[config.mk]
export PLATFORM = sky130hd
export DESIGN_NAME = capture_sequencer
export DESIGN_NICKNAME = d
export VERILOG_FILES = /design/src/rtl/capture_sequencer.sv
export SDC_FILE = /design/constraint.sdc
export NUM_CORES = 1
export LEC_CHECK = 0
export ABC_AREA = 1
export BUFFER_PORTS_ARGS = -buffer_cell sky130_fd_sc_hd__buf_2
export CORE_MARGIN = 5
export CORE_UTILIZATION = 55
export DETAILED_ROUTE_END_ITERATION = 6
export GPL_ROUTABILITY_DRIVEN = 1
export GPL_TIMING_DRIVEN = 0
export PLACE_DENSITY = 0.77
export SYNTH_ARGS = -nofsm -noshare
export SYNTH_HDL_FRONTEND = slang
export SYNTH_SLANG_ARGS = --single-unit
export TNS_END_PERCENT = 50
[constraint.sdc]
create_clock -name CLK -period 2.5 [get_ports CLK]
set_input_delay 0.25 -clock CLK [delete_from_list [all_inputs] [get_ports CLK]]
set_output_delay 0.25 -clock CLK [all_outputs]
set_load 0.05 [all_outputs]
[src/rtl/capture_sequencer.sv]
// rtl/capture_sequencer.sv - pre/post trigger capture sequencer for a sample buffer
module capture_sequencer #(
  parameter int ADDR_W    = 10,
  parameter int PRE_CNT   = 320,
  parameter int TOTAL_CNT = 640,
  parameter int AUTO_TO   = 4096
) (
  input  logic              CLK,
  input  logic              RSTB,
  input  logic              sample_valid,
  input  logic [11:0]       sample,
  input  logic [11:0]       TRIG,
  input  logic              slope,
  input  logic              run,
  input  logic              single,
  input  logic              auto_en,
  input  logic              frame_done,
  output logic              wr_en,
  output logic [ADDR_W-1:0] wr_addr,
  output logic [11:0]       wr_data,
  output logic [ADDR_W-1:0] start_addr,
  output logic              capture_done,
  output logic              auto_trig,
  output logic              busy
);

  localparam int POST_CNT = TOTAL_CNT - PRE_CNT;
  localparam int PRE_W    = $clog2(PRE_CNT + 1);
  localparam int POST_W   = $clog2(POST_CNT + 1);
  localparam int TO_W     = $clog2(AUTO_TO + 1);

  typedef enum logic [2:0] {
    S_IDLE, S_PRE, S_ARMED, S_POST, S_HOLD
  } state_t;

  state_t              state, state_nx;
  logic [ADDR_W-1:0]   ptr;
  logic [PRE_W-1:0]    pre_count;
  logic [POST_W-1:0]   post_count;
  logic [TO_W-1:0]     to_count;
  logic [11:0]         prev;
  logic                prev_ok;
  logic                single_pend;

  logic                accept;
  logic                trig_hit;
  logic                forced_hit;
  logic                keep_going;
  logic                real_trig;
  logic                timeout;
  logic [PRE_W-1:0]    pre_inc;
  logic [POST_W-1:0]   post_inc;
  logic [TO_W-1:0]     to_inc;

  assign pre_inc    = pre_count + PRE_W'(1);
  assign post_inc   = post_count + POST_W'(1);
  assign to_inc     = to_count + TO_W'(1);
  // A single-started capture keeps going even after run is released.
  assign keep_going = run | single_pend;
  assign real_trig  = prev_ok & (slope ? ((prev > TRIG) && (sample <= TRIG))
                                       : ((prev < TRIG) && (sample >= TRIG)));
  assign timeout    = auto_en && (to_inc == TO_W'(AUTO_TO));

  // State register; reset drops straight back to IDLE from anywhere.
  always_ff @(posedge CLK or negedge RSTB) begin
    if (!RSTB) state <= S_IDLE;
    else       state <= state_nx;
  end

  // Next-state decode plus per-cycle sample acceptance and trigger qualification.
  always_comb begin
    state_nx   = state;
    accept     = 1'b0;
    trig_hit   = 1'b0;
    forced_hit = 1'b0;
    busy       = 1'b0;
    case (state)
      S_IDLE: begin
        if (run || single) state_nx = S_PRE;
      end
      S_PRE: begin
        busy = 1'b1;
        if (!keep_going) begin
          state_nx = S_IDLE;
        end else if (sample_valid) begin
          accept = 1'b1;
          if (pre_inc == PRE_W'(PRE_CNT)) state_nx = S_ARMED;
        end
      end
      S_ARMED: begin
        busy = 1'b1;
        if (!keep_going) begin
          state_nx = S_IDLE;
        end else if (sample_valid) begin
          accept = 1'b1;
          if (real_trig) begin
            trig_hit = 1'b1;
            state_nx = S_POST;
          end else if (timeout) begin
            forced_hit = 1'b1;
            state_nx   = S_POST;
          end
        end
      end
      S_POST: begin
        busy = 1'b1;
        if (sample_valid) begin
          accept = 1'b1;
          if (post_inc == POST_W'(POST_CNT)) state_nx = S_HOLD;
        end
      end
      S_HOLD: begin
        if (frame_done) state_nx = run ? S_PRE : S_IDLE;
      end
      default: state_nx = S_IDLE;
    endcase
  end

  // Write port, counters, trigger history and capture results.
  always_ff @(posedge CLK or negedge RSTB) begin
    if (!RSTB) begin
      wr_en        <= 1'b0;
      wr_addr      <= '0;
      wr_data      <= '0;
      start_addr   <= '0;
      capture_done <= 1'b0;
      auto_trig    <= 1'b0;
      ptr          <= '0;
      pre_count    <= '0;
      post_count   <= '0;
      to_count     <= '0;
      prev         <= '0;
      prev_ok      <= 1'b0;
      single_pend  <= 1'b0;
    end else begin
      wr_en        <= accept;
      capture_done <= 1'b0;
      if (accept) begin
        wr_addr <= ptr;
        wr_data <= sample;
        ptr     <= ptr + ADDR_W'(1);
        prev    <= sample;
        prev_ok <= 1'b1;
      end
      if (state != S_PRE && state_nx == S_PRE) begin
        pre_count  <= '0;
        post_count <= '0;
        prev_ok    <= 1'b0;
      end
      if (state == S_PRE && accept) pre_count <= pre_inc;
      if (state == S_PRE && state_nx == S_ARMED) to_count <= '0;
      if (state == S_ARMED && accept && auto_en) to_count <= to_inc;
      if (trig_hit || forced_hit) begin
        start_addr <= ptr - ADDR_W'(PRE_CNT);
        post_count <= POST_W'(1);
        auto_trig  <= forced_hit;
      end
      if (state == S_POST && accept) begin
        post_count <= post_inc;
        if (state_nx == S_HOLD) capture_done <= 1'b1;
      end
      if (state == S_IDLE && state_nx == S_PRE) single_pend <= single;
      else if (state_nx == S_IDLE || (state == S_HOLD && state_nx != S_HOLD)) single_pend <= 1'b0;
    end
  end

endmodule

==> results of run 1 <==
## stage by stage
stage | cells | utilization | worst slack, ns | power [mW] | instance area [um^2]
after floorplan | 595 | - | 0.291 | 3.18 | 4660
after global placement | 767 | 0.624 | 0.286 | 3.63 | 5120
after detailed placement | 768 | 0.627 | 0.210 | 3.72 | 5150
after CTS | 785 | 0.651 | 0.205 | 4.64 | 5350
after global routing | 785 | 0.651 | 0.00555 | 4.89 | 5350
final | 785 | 0.651 | 0.226 | 4.59 | 5350
## area by class of cell
type | instances | area (um^2)
plain buffers | 7 | 45.0
clock buffers | 9 | 124
clock inverters | 7 | 60.1
fillers | 701 | 2870
inverters | 92 | 350
multi-input cells | 415 | 2230
flip-flops and latches | 81 | 2030
well taps | 105 | 131
repair buffers | 69 | 375
## cell families (layout without fill, tap and decap cells)
logic type                 Yosys count  count (layout)
AOI/OAI and AO/OA                   74              74
muxes                                1               1
xor gates and xnor gates            18              18
adders and majority gates           31              31
and+or+nand+nor                    291             291
buffers and inverters               99             184
DFF                                 81              81
## Yosys cell counts, drive strengths merged (4+ instances only)
cell / count / area, um^2
a21oi: 9 / 45.0
clkbuf: 4 / 15.0
dfrtp: 81 / 2030
ha: 31 / 388
inv: 92 / 350
nand2: 191 / 729
nand3: 33 / 175
nand4: 10 / 62.6
nor2: 47 / 211
nor3: 9 / 61.3
o21ai: 48 / 274
o22ai: 12 / 75.1
xor2: 17 / 149
## tightest hold or removal path, cell delays in order
cell	delay, ns
buf_2	0.09
nand2_1	0.05
nand2_1	0.04
## repair_timing
action | CTS | global route
endpoints found under the hold margin | 31 | 0
setup buffers | 0 | 0
endpoints found under the setup margin | 0 | 0
hold buffers | 1 | 0
## sequential cells by signal, summed over array words and instances (netlist names), 3 cells and up
signal and flops:
post_count 9, pre_count 9, prev 12, ptr 10, start_addr 10, state 3
to_count 13, wr_addr 10
## path summary, 6_finish.rpt
path	from	endpoint	slack, ns	cells after the start
max	to_count[0]	start_addr[7]	0.23	16
min	sample[5]	prev[5]	0.1	3
max reg2reg	to_count[0]	start_addr[7]	0.23	16
min reg2reg	start_addr[4]	start_addr[4]	0.49	2
max in group asynchronous	RSTB	wr_addr[0]	1.52	3
min in group asynchronous	RSTB	prev[6]	0.36	2
## where the power goes
| part | switching, mW | internal (mW) |
|---|---|---|
| clock network | 0.525 | 0.378 |
| registers | 0.225 | 1.59 |
| logic | 1.38 | 0.495 |
## routing by layer
layer / part of all wire / vias to the layer above / global-route usage
li1: - / 2049 / -
met1: 0.45 / 1902 / 0.264
met2: 0.49 / 85 / 0.363
met3: 0.043 / 11 / 0.0369
met4: 0.012 / 0 / 0.0686
met5: 0 / - / 0
==> run_results.csv, run 1 <==
group,metric,value,unit
synthesis,synth_mux_area_frac,0.00215,
cells_and_area,nNetsFinal,738,
worst_setup_path,cp_max_fo,10,
synthesis,synth_edf_count,0,
global_route,track_usage,0.209,
synthesis,synth-compound-area-share,0.0930,
synthesis,synth-seq-area-share,0.435,
detailed_routing,vias,4047,
synthesis,synthAdderAreaFrac,0.0833,
cts,cts_max_level,3,
global_route,grt_max_degree,51,
cells_and_area,syn_to_final_growth,14.8,%
detailed_routing,drt_iter0_drc,151,
worst_setup_path,cp.arrival,2.53,ns
worst_setup_path,path_cells,"ha_1 -> inv_1 -> nor2_2 -> nand2_1 -> xor2_1 -> nor2_2 -> nand3_1 -> nor2_2 -> inv_2 -> nor2_4 -> inv_2 -> nand2_4 -> inv_6 -> buf_12 -> nand2_2 -> o21ai_2",
sta,rsz0062_at_grt,"no",
cts,clockBufferDepth,2,
worst_setup_path,cp_slowest_cell,"dfrtp_1",
floorplan,core,0.00822,mm^2
floorplan,die_area,0.0104,mm^2
placed_design,gp_congestion,0.881,
power_and_ir_drop,peakVddDrop,0.642,mV
detailed_routing,first_pass_iters,5,
outcome,outcome,"finished clean",
synthesis,syn_inst,595,
synthesis,ys.flop_type,"dfrtp_1",
sta,tightest_slew,0.531,ns
power_and_ir_drop,power_density,859,mW/mm^2
worst_setup_path,worst_setup_path_end_kind,"flip-flop",
synthesis,synthXorXnorAreaFrac,0.0339,
global_route,grt_pass1_wl,17500,um
worst_setup_path,critical_path.max_stage_delay,0.42,ns
detailed_routing,wirelength,10300,um
floorplan,boundaryPins,68,
cells_and_area,final_cell_mix,"188 x nand2_1, 83 x inv_1, 81 x dfrtp_1, 68 x buf_2, 39 x nor2_1",
synthesis,yosys_warnings,0,
cells_and_area,diodes,0,
detailed_routing,ant_nets,0,
detailed_routing,routedWlPerCell,13.1,um
synthesis,ys_types,33,
cts,clockRootBuffer,"clkbuf_8",
placed_design,dp.final_hpwl,7960,um
cells_and_area,final_common_cell,"nand2_1",
floorplan,initial_core_util,0.567,
cts,clk_pin_slew,0.11,ns
global_route,grt.overflow.total,0,
cts,insertion_delay,0.36,ns
power_and_ir_drop,p_leak,2.95,nW
sta,hold_ws,0.0982,ns
synthesis,ys_ff_latch,81,
min_path,min-delay-path-class,"in2reg",
sta,relSlewSlack,0.646,
worst_setup_path,path_delay_family,"simple AND/OR/NAND/NOR gates",
placed_design,portBuffers,67,
detailed_routing,drc,0,
worst_setup_path,crit_top_cell,"nor2_2",
sta,tns,0,ns
sta,period_share,0.909,
run,maxCapViolCount,0,
synthesis,syn_nets,658,
sta,hold_viol,0,
cts,cts_made_buffers,9,
synthesis,synth_simple_gate_area_frac,0.268,
sta,fin_crit,2.27,ns
sta,fmax,440,MHz
cts,cts_tree,"yes",
floorplan,die_w,102,um
worst_setup_path,path_buf_inv,5,
synthesis,synth_top_family_by_area,"simple AND/OR/NAND/NOR gates",
worst_setup_path,cp.required,2.75,ns
worst_setup_path,criticalPathCategory,"reg2reg",
synthesis,postSynthAreaPerCell,7.83,um^2
worst_setup_path,worst_setup_path_start_kind,"flip-flop",
detailed_routing,vias_per_cell,5.16,
cts,ctsResizeCount,0,
cells_and_area,drive_gt1_frac,0.176,
global_route,antenna_found_initial,0,
sta,slew_viol_final,0,
sta,finalSetupViolations,0,
global_route,grt_pass1_vias,4024,
floorplan,die_h,102,um
synthesis,syn-cell-area,0.00466,mm^2
floorplan,rows,33,
cts,clock-sinks,81,
synthesis,async_flop_share,1.00,
sta,skew,0.0215,ns
No activity file was read; power rests on OpenSTA's default activity.
==> run 2: changes to the inputs <==
--- a/config.mk
+++ b/config.mk
@@ -9,6 +9,7 @@
 export BUFFER_PORTS_ARGS = -buffer_cell sky130_fd_sc_hd__buf_2
 export CORE_MARGIN = 5
 export CORE_UTILIZATION = 55
+export CTS_BUF_LIST = sky130_fd_sc_hd__clkbuf_4
 export DETAILED_ROUTE_END_ITERATION = 6
 export GPL_ROUTABILITY_DRIVEN = 1
 export GPL_TIMING_DRIVEN = 0
==> run_results.csv, run 2 (synthesized netlist as in run 1, its figures left out) <==
group,metric,value,unit
outcome,outcome,"finished clean",
cells_and_area,final_cell_mix,"188 x nand2_1, 83 x inv_1, 81 x dfrtp_1, 68 x buf_2, 39 x nor2_1",
cells_and_area,top_regs,"to_count x13, prev x12",
global_route,track_usage,0.207,
cells_and_area,final_common_cell,"nand2_1",
cts,cts_tree,"yes",
global_route,grt.overflow.total,0,
power_and_ir_drop,power_density,834,mW/mm^2
floorplan,rows,33,
cts,cts_made_buffers,9,
sta,period_share,0.892,
detailed_routing,vias,4057,
worst_setup_path,cp_slowest_cell,"dfrtp_1",
sta,slew_viol_final,0,
cts,insertion_delay,0.44,ns
global_route,grtUsageMet3,0.0362,
cells_and_area,drive_gt1_frac,0.179,
sta,tns,0,ns
global_route,grt-busiest-layer,"met2",
worst_setup_path,crit_top_cell,"nor2_2",
detailed_routing,routedWlPerCell,13.1,um
cells_and_area,finish.instance_area,0.00530,mm^2
cells_and_area,top_register,"to_count",
global_route,grt_use_met1,0.265,
placed_design,gp_congestion,0.881,
detailed_routing,first_pass_iters,5,
cts,cts_max_level,3,
power_and_ir_drop,p_leak,2.93,nW
sta,tightest_slew,0.525,ns
cells_and_area,fin_util,0.645,
sta,skew,0.0332,ns
cells_and_area,largest_register_ff_count,13,
cells_and_area,seqCellArea,0.00203,mm^2
floorplan,core,0.00822,mm^2
cells_and_area,multi_input_area,0.00224,mm^2
global_route,grt_pass1_wl,17400,um
worst_setup_path,worst_setup_path_end_kind,"flip-flop",
placed_design,dp.final_hpwl,7960,um
detailed_routing,drt_iter0_drc,145,
cts,clock-sinks,81,
sta,fmax,448,MHz
cells_and_area,n_fill_cell,711,
sta,hold_viol,0,
cells_and_area,nNetsFinal,738,
cells_and_area,syn_to_final_growth,13.8,%
detailed_routing,drc,0,
power_and_ir_drop,peakVddDrop,0.637,mV
cts,clockBufferDepth,2,
worst_setup_path,path_delay_family,"simple AND/OR/NAND/NOR gates",
global_route,met2_usage,0.361,
detailed_routing,vias_per_cell,5.17,
placed_design,portBuffers,67,
sta,fin_crit,2.23,ns
global_route,grt_pass1_vias,4028,
worst_setup_path,cp.required,2.83,ns
floorplan,initial_core_util,0.567,
sta,rsz0062_at_grt,"no",
worst_setup_path,path_cells,"ha_2 -> inv_1 -> nor2_2 -> nand2_1 -> xor2_1 -> nor2_2 -> nand3_1 -> nor2_2 -> inv_2 -> nor2_4 -> inv_2 -> nand2_4 -> inv_6 -> buf_12 -> nand2_2 -> o21ai_2",
run,maxCapViolCount,0,
sta,finalSetupViolations,0,
detailed_routing,wirelength,10300,um
worst_setup_path,critical_path.max_stage_delay,0.44,ns
sta,relSlewSlack,0.650,
worst_setup_path,criticalPathCategory,"reg2reg",
placed_design,placed_area,0.00515,mm^2
worst_setup_path,cp.arrival,2.57,ns
cells_and_area,diodes,0,
floorplan,boundaryPins,68,
worst_setup_path,path_buf_inv,5,
global_route,grt_max_degree,51,
worst_setup_path,worst_setup_path_start_kind,"flip-flop",
global_route,antenna_found_initial,0,
cts,clockRootBuffer,"clkbuf_4",
min_path,min-delay-path-class,"in2reg",
floorplan,die_area,0.0104,mm^2
floorplan,die_h,102,um
floorplan,die_w,102,um
worst_setup_path,cp_max_fo,10,
cts,clk_pin_slew,0.17,ns
detailed_routing,ant_nets,0,
run 2: cell counts in the layout (fill, tap and decap cells not counted):
Identical to the previous run, type by type.
run 2: what timing repair did:
item	CTS	global route
hold buffers	1	0
setup buffers	0	0
resized for setup	0	2
endpoints found under the setup margin	0	2
endpoints found under the hold margin	31	0
run 2: cell type report:
| class | count | area share |
|---|---|---|
| multi-input combinational | 415 | 0.423 |
| sequential | 81 | 0.383 |
| timing repair buffer | 69 | 0.0709 |
| inverter | 92 | 0.0661 |
| tap | 105 | 0.0248 |
| clock buffer | 9 | 0.0128 |
| clock inverter | 7 | 0.0113 |
| buffer | 7 | 0.00850 |
run 2: path summary, 6_finish.rpt:
path                          startpoint       endpoint  slack, ns  cells past startpoint
setup / recovery             to_count[0]  start_addr[7]       0.27                     16
hold / removal                 sample[5]        prev[5]       0.02                      3
setup reg to reg             to_count[0]  start_addr[7]       0.27                     16
hold reg to reg            start_addr[4]  start_addr[4]       0.50                      2
max in group asynchronous           RSTB   pre_count[6]       1.60                      3
min in group asynchronous           RSTB        prev[7]       0.26                      2
run 2: where the power goes:
| part | total, mW | leakage, nW | switching (mW) | internal (mW) |
|---|---|---|---|---|
| clock | 0.730 | 0.0615 | 0.509 | 0.221 |
| combinational | 1.87 | 1.87 | 1.38 | 0.494 |
| sequential | 1.81 | 1.00 | 0.227 | 1.59 |
| total | 4.42 | 2.93 | 2.11 | 2.30 |
run 2: metal layers:
| layer | vias to the layer above | routed length [um] |
|---|---|---|
| li1 | 2049 | - |
| met1 | 1917 | 4590 |
| met2 | 80 | 5100 |
| met3 | 11 | 464 |
| met4 | 0 | 102 |
| met5 | - | 0 |
run 2: worst reg2reg max path, delay by kind of cell, from the launching register on:
kind            cells  cell delay, ns
compound gates      1            0.04
xor+xnor            1            0.16
simple gates        8            0.84
fa+ha+maj           1            0.25
buf+inv             5            0.41
flops               1            0.44
run 2: per-stage QoR:
| step | worst slack (ns) | instances | hold WS, ns | power, mW |
|---|---|---|---|---|
| floorplan | 0.291 | 595 | -0.0456 | 3.18 |
| global placement | 0.286 | 767 | 0.461 | 3.63 |
| detailed placement | 0.210 | 768 | 0.223 | 3.72 |
| CTS | 0.191 | 785 | 0.00177 | 4.45 |
| global route | 0.0579 | 785 | 0.0145 | 4.71 |
| finish | 0.270 | 785 | 0.0157 | 4.42 |
